File: config.mk
export PLATFORM = sky130hd
export DESIGN_NAME = pcle_ctrl
export DESIGN_NICKNAME = d
export VERILOG_FILES = /design/src/rtl/pcle_pkg.sv /design/src/rtl/pcle_next.sv /design/src/rtl/pcle_ctrl.sv
export SDC_FILE = /design/constraint.sdc
export NUM_CORES = 1
export LEC_CHECK = 0
export ABC_AREA = 1
export CAP_MARGIN = 5
export CORE_MARGIN = 1.5
export CORE_UTILIZATION = 50
export DETAILED_ROUTE_END_ITERATION = 12
export GPL_TIMING_DRIVEN = 0
export PLACE_DENSITY = 0.78
export RECOVER_POWER = 50
export SLEW_MARGIN = 30
export SYNTH_ARGS = -nofsm -noshare
export SYNTH_HDL_FRONTEND = slang
export SYNTH_SLANG_ARGS = --single-unit
export TNS_END_PERCENT = 30
File: constraint.sdc
create_clock -name clk -period 1.7 [get_ports clk]
set_input_delay 0.34 -clock clk [delete_from_list [all_inputs] [get_ports clk]]
set_output_delay 0.34 -clock clk [all_outputs]
set_load 0.05 [all_outputs]
File: src/rtl/pcle_pkg.sv
// pcle_pkg: shared width, FSM states and datapath control encodings for the pcle counter
package pcle_pkg;
    localparam int WIDTH = 8;
    typedef enum logic [1:0] {IDLE, RUN, DONE} state_t;
    localparam logic [1:0] CTL_CLR  = 2'd0;
    localparam logic [1:0] CTL_LOAD = 2'd1;
    localparam logic [1:0] CTL_INC  = 2'd2;
    localparam logic [1:0] CTL_HOLD = 2'd3;
endpackage

File: src/rtl/pcle_next.sv
// pcle_next: combinational next-state of the loadable counter datapath
module pcle_next #(
    parameter int WIDTH = pcle_pkg::WIDTH
) (
    input  logic [WIDTH-1:0] din,
    input  logic             load,
    input  logic             en,
    input  logic             clr,
    input  logic [WIDTH-1:0] cnt,
    output logic [WIDTH-1:0] next,
    output logic             carry
);
    logic [WIDTH:0] sum;
    assign sum   = {1'b0, cnt} + (WIDTH+1)'(1);
    assign next  = load ? din : (en && !clr) ? sum[WIDTH-1:0] : '0;
    assign carry = !load && en && !clr && sum[WIDTH];
endmodule

File: src/rtl/pcle_ctrl.sv
// pcle_ctrl: arbitrates load/burst requests and sequences the counter datapath
module pcle_ctrl #(
    parameter int WIDTH = pcle_pkg::WIDTH
) (
    input  logic             clk,
    input  logic             rst,
    input  logic             clr_req,
    input  logic             ld_valid,
    output logic             ld_ready,
    input  logic [WIDTH-1:0] ld_data,
    input  logic             run_valid,
    output logic             run_ready,
    input  logic [WIDTH-1:0] run_len,
    input  logic             run_wrap,
    output logic [WIDTH-1:0] cnt,
    output logic             busy,
    output logic             done,
    output logic             tc,
    output logic             sat
);
    import pcle_pkg::*;
    state_t state, state_n;
    logic [WIDTH-1:0] rem, rem_n, din, nxt;
    logic [1:0] ctl;
    logic wrap_q, wrap_n, sat_n, carry;
    always_comb begin
        ctl     = CTL_HOLD;
        state_n = state;
        rem_n   = rem;
        wrap_n  = wrap_q;
        sat_n   = sat;
        if (clr_req) begin
            ctl     = CTL_CLR;
            state_n = IDLE;
            rem_n   = '0;
            sat_n   = 1'b0;
        end else begin
            case (state)
                IDLE: begin
                    if (ld_valid) begin
                        ctl = CTL_LOAD;
                    end else if (run_valid) begin
                        rem_n   = run_len;
                        wrap_n  = run_wrap;
                        sat_n   = 1'b0;
                        state_n = (run_len == '0) ? DONE : RUN;
                    end
                end
                RUN: begin
                    if (&cnt && !wrap_q) begin
                        sat_n   = 1'b1;
                        state_n = DONE;
                    end else begin
                        ctl     = CTL_INC;
                        rem_n   = rem - WIDTH'(1);
                        state_n = (rem == WIDTH'(1)) ? DONE : RUN;
                    end
                end
                default: state_n = IDLE;
            endcase
        end
    end
    // the datapath clears when idle, so holding means reloading the current value
    assign din = (ctl == CTL_LOAD) ? ld_data : cnt;
    pcle_next #(.WIDTH(WIDTH)) u_next (
        .din   (din),
        .load  (ctl == CTL_LOAD || ctl == CTL_HOLD),
        .en    (ctl == CTL_INC),
        .clr   (ctl == CTL_CLR),
        .cnt   (cnt),
        .next  (nxt),
        .carry (carry)
    );
    always_ff @(posedge clk) begin
        if (rst) begin
            state  <= IDLE;
            cnt    <= '0;
            rem    <= '0;
            wrap_q <= 1'b0;
            tc     <= 1'b0;
            sat    <= 1'b0;
        end else begin
            state  <= state_n;
            cnt    <= nxt;
            rem    <= rem_n;
            wrap_q <= wrap_n;
            tc     <= carry;
            sat    <= sat_n;
        end
    end
    assign ld_ready  = (state == IDLE) && !clr_req && !rst;
    assign run_ready = ld_ready && !ld_valid;
    assign busy      = (state == RUN);
    assign done      = (state == DONE);
endmodule
Word level (Yosys, flattened, before mapping)
Cells that the tools add are included.
Word-level totals
  output and inout bits: 14
  input bits: 22
  register bits after elaboration: 21
Cells by class
  muxes and demuxes: 21
  add/sub/neg operators: 2
  bitwise gates (word level): 2
  equal/unequal tests: 11
  reduce and logical (&&, ||, !) cells: 25
Operators with widths (number)
  8-bit 2-to-1 mux: 6
  8-bit case mux with 2 select lines: 1
  2-bit 2-to-1 mux: 7
  4-bit AND reduction: 3
  8-bit by 1-bit adder with 9-bit output, second input constant: 1
  8-bit by 1-bit equality test with 1-bit output, second input constant: 1
  1-bit logical AND: 8
  8-bit logical NOT: 1
  2-bit inequality test, second input constant: 4
  2-bit case mux with 2 select lines: 2
  8-bit AND reduction: 1
  8-bit by 1-bit subtractor with 8-bit output, second input constant: 1
  2-bit equality test, second input constant: 3
  1-bit logical NOT: 6
  2-bit by 1-bit equality test with 1-bit output, second input constant: 2
  2-bit logical NOT: 2
  1-bit 2-to-1 mux: 4
  2-bit by 1-bit inequality test with 1-bit output, second input constant: 1
  1-bit NOT: 2
  1-bit case mux with 2 select lines: 1
  2-bit AND reduction: 1
  2-bit nonzero test: 1
  2-bit OR reduction: 1
  1-bit logical OR: 1

Logic depth before layout (Yosys ltp)
  word-level depth: 11
  gate-level depth with buffers: 10

By module
A second synthesis with hierarchy kept.
Unflattened totals
  cell total of the unflattened synthesis: 249
  area, all modules: 1529.0 sq um
Modules (own cells, without submodules)
  pcle_ctrl: area each 1256.2 sq um, cells each 196, instances 1
  pcle_next: area each 272.8 sq um, cells each 53, instances 1

Worst setup path before layout
No wires, ideal clock.
  path kind: input to output
  start: input clr_req
  end: output run_ready
  arrival: 1.828 ns
  path buffers: 0
  stages on the path: 3
  path slack: -0.468 ns
  cells stage by stage: nor2_1 -> inv_1 -> nor3_1
Between the ends
  word-level cells in the longest chain between the ends: 4
RTL lines
  start, declared: RTL line pcle_ctrl.sv:7  | input logic clr_req,
  1-bit logical NOT: RTL line pcle_ctrl.sv:91  | assign ld_ready = (state == IDLE) && !clr_req && !rst;
  1-bit logical AND (2 in series): RTL line pcle_ctrl.sv:91
  1-bit logical AND: RTL line pcle_ctrl.sv:92  | assign run_ready = ld_ready && !ld_valid;
  end, declared: RTL line pcle_ctrl.sv:12  | output logic run_ready,
No other way between the ends.

Worst setup path in the final report
  start: register state[0]
  end: output busy
Between the ends
  word-level cells in the longest chain between the ends: 1
RTL lines
  start, declared: RTL line pcle_ctrl.sv:22  | state_t state, state_n;
  start signal, assigned: RTL line pcle_ctrl.sv:83  | state <= state_n;
  2-bit by 1-bit equality test with 1-bit output: RTL line pcle_ctrl.sv:93  | assign busy = (state == RUN);
  end, declared: RTL line pcle_ctrl.sv:16  | output logic busy,
No other way between the ends.

==> results summary <==
The number of nets at the end of the flow came out at between 200 and 300. The fraction of registers with async set/reset came out at 0%. In this run the most critical hold path is launched from sat. The final sum of negative setup slack is 0 ns. The register bit total from synthesis is 21. The destination of the worst register-to-register timing path is cnt[4]. The multi-input combinational cell area came out at slightly below 0.001 mm^2.

The final setup violation count came out at 0. The synthesized design spends more area on one cell type than any other, namely sky130_fd_sc_hd__dfxtp_1. Counting the fill cells in the layout gives between 200 and 300. The final-report hold violation count came out at 0.

The sum of net half-perimeters after detailed placement is ~2.6 mm. The delay contributed by the slowest stage of the critical path came out at around 0.39 ns. The width of the chip came out at ~58 um.

The fraction of synthesized cell area taken by the top area cell type came out at about 28%. The initial antenna violation count is 0. The clock sink count came out at 21. Setup repair after global routing left no endpoint under its margin. In this run the number of H-tree levels came out at 1. The detailed router finished its first iteration with 68 violations. STA classifies the critical path startpoint as a flip-flop.

The iteration count of the initial detailed-routing pass came out at 6. The flow ran to the end, and the final reports show no timing, DRC or antenna violations. The sequential fraction of the synthesis area is 27.7%. The maximum number of buffers from clock root to sink came out at 2. The count of nets left with antenna violations after detail routing came out at 0. The core region is ~0.0028 mm^2. In the post-synthesis netlist, the biggest area contributors are sky130_fd_sc_hd__dfxtp_1 (28%), sky130_fd_sc_hd__nand2_1 (12%), sky130_fd_sc_hd__nand3_1 (8.9%). The congestion estimate from routability-driven global placement came to 0.857. The worst setup slack after layout came out at between 0.05 and 0.06 ns. The initial cell density of the core came out at a little over half. The max-slew violation count came out at 0. The static leakage came out at approximately 0.88 nW. The cell at the slowest stage of the critical path is sky130_fd_sc_hd__dfxtp_2. The total length of routed wires came out at about 3.5 mm. The number of max-cap violations came out at 0. The signal on the critical path passes through inv_2 > nor2_8 > buf_4 > buf_6. The netlist uses 30 different library cells. The count of buffers inserted at the top-level ports is 35.

In this run the critical register-to-register path is launched from cnt[0]. The worst path needs 1.64 ns of the cycle, external delays included. The largest fanout of any net on the critical path came out at 10. The worst setup path is of the reg2out kind.

The register-to-register path setup slack came out at around 0.14 ns. Entering global routing, the biggest net connects 12 pins. The fraction of the cycle the final worst path needs came out at 96.5%. The row count came out at 19. The netlist area before placement came out at ~0.0015 mm^2. The register area is 425 um^2.

At the pin with the least slew margin, the transition time is 0.492 ns. The endpoint kind of the worst setup timing path is an output pin. The number of buffers added by the clock tree synthesis step came out at 3.

For the worst setup path, the data arrival time is about 1.3 ns. The clock transition at the registers of the reported paths is roughly 0.12 ns. The remaining global-route overflow came out at 0. The clock tree skew after final layout is approximately 0.0096 ns. The root buffer cell chosen for the clock tree is sky130_fd_sc_hd__clkbuf_4. The number of instances in the synthesized netlist came out at 229.

The die height is approximately 58 um. The cell depth of the worst hold path is 2. The worst relative slew slack is about two thirds. Before CTS, the worst setup slack after placement is -1.06 ns. The die covers 0.00338 mm^2. The latest clock arrival within the worst-skew pair came out at 0.30 ns. The total number of vias is between 1,500 and 2,000. The wire length of the first global-routing pass came out at 6.08 mm.

The average footprint of a synthesized cell came out at 6.63 um^2. The I/O pin total is 36. After detailed routing, the number of remaining DRC violations is 0. The number of global-route vias before repair is roughly 1,400. The post-route netlist has a little under a fifth of its cells at a drive strength greater than 1. The tightest min-delay check is of the reg2reg type. The via density per instance came out at between 5 and 6.

For the worst flop-to-flop path, the logic depth is 8. The total routing usage reported by global routing came out at ~23%. The number of nets handed over by synthesis was 254. The required time at the endpoint of the critical path came out at 1.36 ns.

The power per unit of standard cell area is between 500 and 600 mW/mm^2. The endpoint of the worst hold path is sat. TritonCTS built the clock tree. From synthesis to final layout, the design area changed by 29.4%. The peak ir drop on the vdd network is roughly 420 uV. The count of synthesis-stage warnings from yosys came out at 0.

The total inserted antenna cells came out at 0. In the synthesized netlist the dominant register cell turns out to be sky130_fd_sc_hd__dfxtp_1. The average wire length per cell after detail routing came out at ~12 um. The count of flip-flops with a built-in enable after synthesis is 0. The highest clock rate is roughly 610 MHz.
## critical path, delay by kind of cell (launching register included)
family | cells | cell delay (ns)
buffers and inverters | 3 | 0.45
flip-flops | 1 | 0.39
AND/OR/NAND/NOR | 1 | 0.16
## through the flow
| stage | utilization, % | instances | total power, mW | hold WS, ns | cell area, um^2 |
|---|---|---|---|---|---|
| final | 69.5 | 303 | 1.14 | 0.470 | 1970 |
| after global routing | 69.5 | 303 | 1.21 | 0.484 | 1970 |
| after detailed placement | 67.7 | 295 | 0.906 | 0.455 | 1920 |
| after global placement | 67.7 | 295 | 0.903 | 0.456 | 1920 |
| after floorplan | - | 229 | 0.785 | 0.481 | 1530 |
| after CTS | 68.6 | 300 | 1.15 | 0.471 | 1940 |
## cell usage after synthesis (4+ instances only)
master                     n
sky130_fd_sc_hd__nand3_1  27
sky130_fd_sc_hd__o21ai_0  15
sky130_fd_sc_hd__dfxtp_1  21
sky130_fd_sc_hd__nand2_1  50
sky130_fd_sc_hd__nand4_1   4
sky130_fd_sc_hd__a21oi_2   9
sky130_fd_sc_hd__or2_2     6
sky130_fd_sc_hd__inv_2     4
sky130_fd_sc_hd__a21oi_1   6
sky130_fd_sc_hd__inv_1    21
sky130_fd_sc_hd__nor2_1   33
## timing repair
action / CTS / global route
hold buffers: 0 / 0
resized for setup: 36 / 5
pin swaps: 1 / 1
buffers inserted: 1 / 3
endpoints found under the setup margin: 14 / 13
## layout make-up
type                    count  area share, %
flip-flops and latches     21           21.6
inverters                  27           5.35
well taps                  31           1.97
multi-input cells         177           48.9
plain buffers               4           2.04
clock buffers               4           1.34
repair buffers             39           18.8
## cells in the final DEF (no fill, tap or decap), types with 2 or more instances in the layout
| cell type | synthesis | final |
|---|---|---|
| sky130_fd_sc_hd__dlygate4sd2_1 | 0 | 10 |
| sky130_fd_sc_hd__o21ai_1 | 3 | 3 |
| sky130_fd_sc_hd__dfxtp_1 | 21 | 17 |
| sky130_fd_sc_hd__xor2_1 | 3 | 3 |
| sky130_fd_sc_hd__nand3b_1 | 3 | 3 |
| sky130_fd_sc_hd__buf_2 | 1 | 2 |
| sky130_fd_sc_hd__a21oi_2 | 9 | 9 |
| sky130_fd_sc_hd__a21oi_1 | 6 | 6 |
| sky130_fd_sc_hd__inv_1 | 21 | 21 |
| sky130_fd_sc_hd__clkdlybuf4s50_1 | 0 | 19 |
| sky130_fd_sc_hd__dfxtp_2 | 0 | 4 |
| sky130_fd_sc_hd__buf_4 | 1 | 6 |
| sky130_fd_sc_hd__ha_1 | 3 | 3 |
| sky130_fd_sc_hd__nor2_4 | 3 | 4 |
| sky130_fd_sc_hd__buf_6 | 1 | 2 |
| sky130_fd_sc_hd__nand4_1 | 4 | 4 |
| sky130_fd_sc_hd__o21ai_0 | 15 | 15 |
| sky130_fd_sc_hd__or2_2 | 6 | 6 |
| sky130_fd_sc_hd__nor2_1 | 33 | 33 |
| sky130_fd_sc_hd__inv_2 | 4 | 4 |
| sky130_fd_sc_hd__clkbuf_4 | 0 | 3 |
| sky130_fd_sc_hd__nand2_1 | 50 | 51 |
| sky130_fd_sc_hd__nand2_4 | 2 | 2 |
| sky130_fd_sc_hd__nand3_1 | 27 | 27 |
## where the power goes
group	total, mW	internal, mW	switching [mW]	leakage [nW]
Combinational	0.351	0.144	0.207	0.691
Sequential	0.542	0.516	0.0258	0.173
Clock	0.245	0.0914	0.154	0.0150
## layer usage
metal | track usage, % | share of wire [%]
met1 | 28.7 | 47
met2 | 39.3 | 49
met3 | 2.68 | 3.3
met4 | 7.97 | 0.57
met5 | 0 | 0
## cells by family after synthesis
group | count (synthesis) | synth area share, %
xor+xnor | 3 | 1.73
buf+inv | 31 | 9.56
fa+ha+maj | 3 | 2.47
compound gates | 34 | 13.5
flops | 21 | 27.7
simple gates | 137 | 45.1
## registers in the layout (all words and copies together), names as in the netlist
register,count
tc,1
rem,8
wrap_q,1
cnt,8
sat,1
state,2
## worst max-delay path by stage
stage                        start        end  slack (ns)  cells after the start
after floorplan            clr_req   ld_ready       -0.08                      3
final                     state[0]       busy        0.06                      4
after CTS                 state[1]       busy       0.005                      3
after detailed placement   clr_req  run_ready       -1.06                      5
after global routing      state[0]       busy        0.01                      4
after global placement     clr_req  run_ready       -1.06                      5
(Power assumes the default switching activity.)
